$ cat src/rtl/soml_pkg.sv
// Shared definitions for the SOML frame loader: default geometry, write-FSM
// state encoding and the saturating negate used when conjugating Y.
package soml_pkg;

    localparam int DEF_N      = 32;
    localparam int DEF_NR     = 4;
    localparam int DEF_NT     = 4;
    localparam int DEF_NY     = 8;
    localparam int DEF_CONJ_Y = 1;

    localparam int H_ELEMS = DEF_NR * DEF_NT;
    localparam int Y_HALF  = DEF_NY / 2;
    localparam int H_CNT_W = $clog2(H_ELEMS + 1);
    localparam int Y_CNT_W = $clog2(DEF_NY + 1);
    localparam int ROW_W   = $clog2(DEF_NR);
    localparam int COL_W   = $clog2(DEF_NT);
    localparam int Y_IDX_W = $clog2(Y_HALF);

    typedef enum logic {
        W_LOAD = 1'b0,
        W_WAIT = 1'b1
    } wr_state_t;

    // x holds a w-bit two's-complement value sign-extended to 64 bits;
    // the most negative w-bit value maps to the most positive one.
    function automatic logic [63:0] sat_neg(input logic [63:0] x, input int unsigned w);
        logic [63:0] most_neg;
        most_neg = {64{1'b1}} << (w - 1);
        return (x == most_neg) ? ~most_neg : (~x + 64'd1);
    endfunction

endpackage

$ cat src/rtl/soml_cplx_bank.sv
// One frame bank: H matrix and two Y halves as register arrays, single write
// port per array and registered random read.
module soml_cplx_bank
    import soml_pkg::*;
#(
    parameter int N  = 32,
    parameter int NR = 4,
    parameter int NT = 4,
    parameter int YH = 4
) (
    input  logic                    clk,
    input  logic                    rst,
    input  logic                    h_we,
    input  logic [$clog2(NR)-1:0]   h_wrow,
    input  logic [$clog2(NT)-1:0]   h_wcol,
    input  logic [N-1:0]            h_wr,
    input  logic [N-1:0]            h_wi,
    input  logic                    y_we,
    input  logic                    y_whalf,
    input  logic [$clog2(YH)-1:0]   y_widx,
    input  logic [N-1:0]            y_wr,
    input  logic [N-1:0]            y_wi,
    input  logic [$clog2(NR)-1:0]   h_rrow,
    input  logic [$clog2(NT)-1:0]   h_rcol,
    input  logic                    y_rhalf,
    input  logic [$clog2(YH)-1:0]   y_ridx,
    output logic [N-1:0]            h_rr,
    output logic [N-1:0]            h_ri,
    output logic [N-1:0]            y_rr,
    output logic [N-1:0]            y_ri
);

    logic [N-1:0] h_re [NR][NT];
    logic [N-1:0] h_im [NR][NT];
    logic [N-1:0] y_re [2][YH];
    logic [N-1:0] y_im [2][YH];

    // Storage carries no reset; contents are meaningless until a frame lands.
    always_ff @(posedge clk) begin
        if (h_we) begin
            h_re[h_wrow][h_wcol] <= h_wr;
            h_im[h_wrow][h_wcol] <= h_wi;
        end
        if (y_we) begin
            y_re[y_whalf][y_widx] <= y_wr;
            y_im[y_whalf][y_widx] <= y_wi;
        end
    end

    always_ff @(posedge clk) begin
        if (rst) begin
            h_rr <= '0;
            h_ri <= '0;
            y_rr <= '0;
            y_ri <= '0;
        end else begin
            h_rr <= h_re[h_rrow][h_rcol];
            h_ri <= h_im[h_rrow][h_rcol];
            y_rr <= y_re[y_rhalf][y_ridx];
            y_ri <= y_im[y_rhalf][y_ridx];
        end
    end

endmodule

$ cat src/rtl/soml_frame_loader.sv
// Ping-pong input store for the SOML decoder: one bank fills from the H/Y
// streams while the other is served to the decoder until frame_release.
//
// state  | meaning
// W_LOAD | write bank accepting H/Y; completes into the other bank if it is empty
// W_WAIT | write bank full, read bank busy; both readies held low
module soml_frame_loader
    import soml_pkg::*;
#(
    parameter int N      = DEF_N,
    parameter int NR     = DEF_NR,
    parameter int NT     = DEF_NT,
    parameter int NY     = DEF_NY,
    parameter int CONJ_Y = DEF_CONJ_Y
) (
    input  logic                      clk,
    input  logic                      rst,
    input  logic                      start,
    input  logic                      H_in_valid,
    output logic                      H_in_ready,
    input  logic [N-1:0]              H_in_r,
    input  logic [N-1:0]              H_in_i,
    input  logic                      Y_in_valid,
    output logic                      Y_in_ready,
    input  logic [N-1:0]              Y_in_r,
    input  logic [N-1:0]              Y_in_i,
    output logic                      frame_start,
    output logic                      frame_ready,
    input  logic [$clog2(NR)-1:0]     rd_h_row,
    input  logic [$clog2(NT)-1:0]     rd_h_col,
    output logic [N-1:0]              rd_h_r,
    output logic [N-1:0]              rd_h_i,
    input  logic                      rd_y_half,
    input  logic [$clog2(NY/2)-1:0]   rd_y_idx,
    output logic [N-1:0]              rd_y_r,
    output logic [N-1:0]              rd_y_i,
    input  logic                      frame_release,
    output logic                      rd_bank,
    output logic [15:0]               frames_done
);

    localparam int H_TOT      = NR * NT;
    localparam int Y_PER_HALF = NY / 2;
    localparam int HCW        = $clog2(H_TOT + 1);
    localparam int YCW        = $clog2(NY + 1);
    localparam int RW         = $clog2(NR);
    localparam int CW         = $clog2(NT);
    localparam int YIW        = $clog2(Y_PER_HALF);

    localparam logic [HCW-1:0] H_FULL = HCW'(H_TOT);
    localparam logic [HCW-1:0] NT_W   = HCW'(NT);
    localparam logic [YCW-1:0] Y_FULL = YCW'(NY);
    localparam logic [YCW-1:0] YH_W   = YCW'(Y_PER_HALF);

    wr_state_t        wr_state, wr_state_n;
    logic             wr_bank, wr_bank_n;
    logic [HCW-1:0]   h_cnt, h_cnt_n, h_inc;
    logic [YCW-1:0]   y_cnt, y_cnt_n, y_inc;
    logic [1:0]       full, full_n, full_rel, set_full;
    logic             run;
    logic             h_acc, y_acc, rel, active_rel;
    logic             rd_bank_n, frame_start_n, frame_ready_n;

    logic [RW-1:0]    h_wrow;
    logic [CW-1:0]    h_wcol;
    logic             y_whalf;
    logic [YIW-1:0]   y_widx;
    logic [N-1:0]     y_wi;

    logic [N-1:0]     bank_hr [2];
    logic [N-1:0]     bank_hi [2];
    logic [N-1:0]     bank_yr [2];
    logic [N-1:0]     bank_yi [2];

    // run keeps the readies low for the whole reset and releases them one cycle later.
    assign H_in_ready = run && (wr_state == W_LOAD) && (h_cnt < H_FULL) && !start;
    assign Y_in_ready = run && (wr_state == W_LOAD) && (y_cnt < Y_FULL) && !start;
    assign h_acc      = H_in_valid && H_in_ready;
    assign y_acc      = Y_in_valid && Y_in_ready;
    assign h_inc      = h_cnt + HCW'(h_acc);
    assign y_inc      = y_cnt + YCW'(y_acc);

    assign h_wrow  = RW'(h_cnt / NT_W);
    assign h_wcol  = CW'(h_cnt % NT_W);
    assign y_whalf = (y_cnt >= YH_W);
    assign y_widx  = YIW'(y_cnt % YH_W);
    assign y_wi    = (CONJ_Y != 0) ? N'(sat_neg(64'(signed'(Y_in_i)), N)) : Y_in_i;

    always_comb begin
        wr_state_n = wr_state;
        wr_bank_n  = wr_bank;
        h_cnt_n    = h_cnt;
        y_cnt_n    = y_cnt;
        set_full   = 2'b00;
        rel        = frame_release && frame_ready;
        full_rel   = full;
        if (rel) begin
            full_rel[rd_bank] = 1'b0;
        end

        // A release in the same cycle already counts as freeing the other bank.
        case (wr_state)
            W_LOAD: begin
                if (start) begin
                    h_cnt_n = '0;
                    y_cnt_n = '0;
                end else begin
                    h_cnt_n = h_inc;
                    y_cnt_n = y_inc;
                    if (h_inc == H_FULL && y_inc == Y_FULL) begin
                        set_full[wr_bank] = 1'b1;
                        if (!full_rel[~wr_bank]) begin
                            wr_bank_n = ~wr_bank;
                            h_cnt_n   = '0;
                            y_cnt_n   = '0;
                        end else begin
                            wr_state_n = W_WAIT;
                        end
                    end
                end
            end
            W_WAIT: begin
                if (!full_rel[~wr_bank]) begin
                    wr_bank_n  = ~wr_bank;
                    h_cnt_n    = '0;
                    y_cnt_n    = '0;
                    wr_state_n = W_LOAD;
                end
            end
            default: wr_state_n = W_LOAD;
        endcase

        full_n        = full_rel | set_full;
        active_rel    = frame_ready && !rel;
        rd_bank_n     = rd_bank;
        frame_start_n = 1'b0;
        // The other bank is always the older waiting frame, so it wins.
        if (!active_rel) begin
            if (full_n[~rd_bank]) begin
                rd_bank_n     = ~rd_bank;
                frame_start_n = 1'b1;
            end else if (full_n[rd_bank]) begin
                frame_start_n = 1'b1;
            end
        end
        frame_ready_n = active_rel || frame_start_n;
    end

    always_ff @(posedge clk) begin
        if (rst) begin
            wr_state    <= W_LOAD;
            wr_bank     <= 1'b0;
            h_cnt       <= '0;
            y_cnt       <= '0;
            full        <= 2'b00;
            run         <= 1'b0;
            rd_bank     <= 1'b0;
            frame_start <= 1'b0;
            frame_ready <= 1'b0;
            frames_done <= '0;
        end else begin
            wr_state    <= wr_state_n;
            wr_bank     <= wr_bank_n;
            h_cnt       <= h_cnt_n;
            y_cnt       <= y_cnt_n;
            full        <= full_n;
            run         <= 1'b1;
            rd_bank     <= rd_bank_n;
            frame_start <= frame_start_n;
            frame_ready <= frame_ready_n;
            frames_done <= frames_done + 16'(rel);
        end
    end

    for (genvar b = 0; b < 2; b++) begin : g_bank
        soml_cplx_bank #(
            .N  (N),
            .NR (NR),
            .NT (NT),
            .YH (Y_PER_HALF)
        ) u_bank (
            .clk     (clk),
            .rst     (rst),
            .h_we    (h_acc && (wr_bank == 1'(b))),
            .h_wrow  (h_wrow),
            .h_wcol  (h_wcol),
            .h_wr    (H_in_r),
            .h_wi    (H_in_i),
            .y_we    (y_acc && (wr_bank == 1'(b))),
            .y_whalf (y_whalf),
            .y_widx  (y_widx),
            .y_wr    (Y_in_r),
            .y_wi    (y_wi),
            .h_rrow  (rd_h_row),
            .h_rcol  (rd_h_col),
            .y_rhalf (rd_y_half),
            .y_ridx  (rd_y_idx),
            .h_rr    (bank_hr[b]),
            .h_ri    (bank_hi[b]),
            .y_rr    (bank_yr[b]),
            .y_ri    (bank_yi[b])
        );
    end

    assign rd_h_r = bank_hr[rd_bank];
    assign rd_h_i = bank_hi[rd_bank];
    assign rd_y_r = bank_yr[rd_bank];
    assign rd_y_i = bank_yi[rd_bank];

endmodule

$ cat config.mk
export PLATFORM = sky130hd
export DESIGN_NAME = soml_frame_loader
export DESIGN_NICKNAME = d
export VERILOG_FILES = /design/src/rtl/soml_pkg.sv /design/src/rtl/soml_cplx_bank.sv /design/src/rtl/soml_frame_loader.sv
export SDC_FILE = /design/constraint.sdc
export NUM_CORES = 2
export LEC_CHECK = 0
export ABC_AREA = 1
export CAP_MARGIN = 25
export CORE_MARGIN = 8
export CORE_UTILIZATION = 55
export CTS_CLUSTER_SIZE = 30
export DETAILED_ROUTE_END_ITERATION = 10
export PLACE_DENSITY_LB_ADDON = 0.1
export SKIP_LAST_GASP = 1
export SYNTH_ARGS = -nofsm -noshare
export SYNTH_HDL_FRONTEND = slang
export SYNTH_HIERARCHICAL = 1
export SYNTH_SLANG_ARGS = --single-unit
$ cat constraint.sdc
create_clock -name clk -period 6.2 [get_ports clk]
set_clock_uncertainty 0.15 [all_clocks]
set_input_delay 1.24 -clock clk [delete_from_list [all_inputs] [get_ports clk]]
set_output_delay 1.24 -clock clk [all_outputs]
set_load 0.01 [all_outputs]
==> results_dict.tcl <==
set metrics [dict create \
    status "finished, final reports clean" \
    grt_use_total_pct 27.2 \
    dpl.hpwl_um 198000 \
    worstMarginPinSlew_ns 1.11 \
    coreArea_um2 246000 \
    place_congestion 0.845 \
    seq_power_share_pct 51.6 \
    ys_seq_elements 3361 \
    switching_power_mw 10.5 \
    cts_resized 0 \
    min_period_ns 5.07 \
    ys_seq_area_share_pct 72.2 \
    wl_um 370000 \
    crit_fanout 60 \
    grt_pass1_wl_um 549000 \
    syn_inst 12209 \
    fmax_mhz 197 \
    drtPass1Iterations 6 \
    vias_per_cell 5.64 \
    drive_above_1_share_pct 6.80 \
    clkLatencyLatePin_ns 0.95 \
    nNetsFinal 12567 \
    clkSinkCount 3361 \
    pin_count 290 \
    overflow 0 \
    clk_pin_slew_ns 0.06 \
    grt_max_degree 187 \
    hold_viol_final 0 \
    yosys_warnings 6 \
    clockBufferDepth 4 \
    drt_iter0_markers 10260 \
    rsz0062_at_grt "false" \
    swShare_pct 21.7 \
    slew_headroom_pct 26.1 \
    critPathKind "flop to primary output" \
    layout_common_cells "nand2_1, edfxtp_1, nand3_1" \
    regToRegSetupSlack_ns 2.25 \
    clkPwrFrac_pct 42.9 \
    leakagePower_nw 59.3 \
    comb_power_share_pct 5.5 \
    peakVddDrop_mv 0.329 \
    start_util_pct 55.3 \
    grt_pass1_vias 87265 \
    die_w_um 513 \
    arrival_ns 3.68 \
    cts_tree "done" \
    area_growth_pct 13.4 \
    die_h_um 513 \
    tns_ns 0 \
    synth_cell_types 48 \
    syn_area_per_cell_um2 11.1 \
    htree_levels 5 \
    drc 0 \
    drv_slew 0 \
    ant_nets 0 \
    finalCritPeriodShare_pct 81.8 \
    setup_viol 0 \
    cell_internal_pwr_mw 37.9 \
    syn-num-nets 12357 \
    layout_commonest_cell "nand2_1" \
    crit_path_start_kind "flop" \
    hold_class "flop to flop" \
    crit_path_end_kind "primary output" \
    cap_violations 0 \
    port_buffers 289 \
    antenna_found_initial 17 \
    rows 182 \
    post_cts_buffers 0 \
    whs_ns 0.334 \
    cts_root_buf "clkbuf_16" \
    power.density_nw_per_um2 314 \
    num_vias 89893 \
    syn_area_um2 136000 \
    die_area_um2 263000 \
    wl_per_cell_um 23.2 \
    numCtsBuffers 359 \
    cts_hold_buf 0 \
    worstPathRequired_ns 4.81 \
]
-- worst paths after layout --
kind	cells past startpoint	from	end
hold reg to reg	2	frames_done[8]$_SDFF_PP0_	frames_done[8]$_SDFF_PP0_
setup reg to reg	8	wr_state$_SDFF_PP0_	g_bank[0].u_bank/h_im[1][42]$_DFFE_PP_
setup / recovery	4	rd_bank$_SDFFE_PP0P_	rd_y_i[9]
hold / removal	2	frames_done[8]$_SDFF_PP0_	frames_done[8]$_SDFF_PP0_
-- critical path, cell delays in order, from the launching register on --
cell and delay, ns:
dfxtp_4 0.94, buf_4 0.76, nand2_1 0.12, nand2_1 0.22, clkdlybuf4s50_1 0.59
-- metal layers --
layer | track usage [%] | part of all wire (%) | routed length (µm) | vias to the layer above
met2 | 46.2 | 49 | 181000 | 3962
met4 | 9.54 | 3.6 | 13400 | 2
met3 | 3.77 | 7.7 | 28500 | 718
met1 | 36.3 | 40 | 147000 | 43781
li1 | - | - | - | 41430
met5 | 0 | 0.0035 | 13 | -
-- power by group through the flow --
stage / clock, mW / combinational, mW / sequential [mW]
3_5_place_dp: 0 / 2.62 / 25.4
6_report: 20.7 / 2.65 / 25.0
3_3_place_gp: 0 / 2.56 / 25.4
4_1_cts: 21.0 / 2.63 / 25.0
2_1_floorplan: 0 / 1.45 / 25.4
5_1_grt: 21.9 / 2.88 / 25.0
-- stage by stage --
stage / utilization, % / cells / total power [mW] / worst slack, ns / area, µm²
2_1_floorplan: - / 12209 / 26.8 / 0.444 / 136000
3_3_place_gp: 57.9 / 15259 / 28.0 / 0.945 / 142000
3_5_place_dp: 58.0 / 15270 / 28.1 / 0.871 / 142000
4_1_cts: 62.6 / 15909 / 48.6 / 1.09 / 154000
5_1_grt: 62.7 / 15924 / 49.7 / 1.01 / 154000
6_report: 62.7 / 15925 / 48.3 / 1.13 / 154000
-- cell usage after synthesis, drive strengths merged --
cell / number / area (µm²)
nor2: 1004 / 3880
xnor2: 2 / 17.5
o21ai: 527 / 2650
nand3: 1353 / 6800
a21oi: 151 / 756
nor4: 4 / 37.5
a31o: 1 / 8.76
nand2: 3697 / 13900
o22ai: 128 / 801
ha: 7 / 87.6
o21bai: 1 / 11.3
or2: 5 / 31.3
nor3b: 1 / 12.5
nand3b: 1 / 7.51
o211ai: 128 / 961
edfxtp: 3072 / 92200
buf: 415 / 2320
inv: 1123 / 4220
o21a: 2 / 15.0
nand4: 14 / 93.8
clkinv: 2 / 8.75
xor2: 9 / 78.8
clkbuf: 261 / 981
a31oi: 1 / 6.26
dfxtp: 289 / 5790
nor3: 11 / 60.1
-- flip-flops by register name, indices dropped and copies added, names as in the netlist --
register            flops
frame_ready             1
y_cnt                   4
g_bank.u_bank/y_ri     64
full                    2
frame_start             1
g_bank.u_bank/h_im   1024
h_cnt                   5
g_bank.u_bank/h_re   1024
rd_bank                 1
wr_state                1
g_bank.u_bank/y_re    512
wr_bank                 1
g_bank.u_bank/h_rr     64
g_bank.u_bank/y_im    512
run                     1
g_bank.u_bank/y_rr     64
frames_done            16
g_bank.u_bank/h_ri     64
-- layout make-up --
class	count	area, µm²
Multi-Input combinational cell	7047	30600
Sequential cell	3361	98000
Antenna cell	8	20.0
Clock inverter	156	1520
Fill cell	18999	91700
Clock buffer	483	9820
Tap cell	3220	4030
Timing Repair Buffer	525	5700
Inverter	1125	4310
-- logic make-up (layout without fill, tap and decap cells) --
family                   Yosys count  after routing  synth area share [%]
other                              0              8                     0
adder cells (fa/ha/maj)            7              7                0.0645
buffers and inverters           1801           2289                  5.54
XOR/XNOR                          11             11                0.0710
flip-flops                      3361           3361                  72.2
AND/OR/NAND/NOR                 6090           6090                  18.3
AO/OA/AOI/OAI                    939            939                  3.83
No activity file was read; power rests on OpenSTA's default activity.
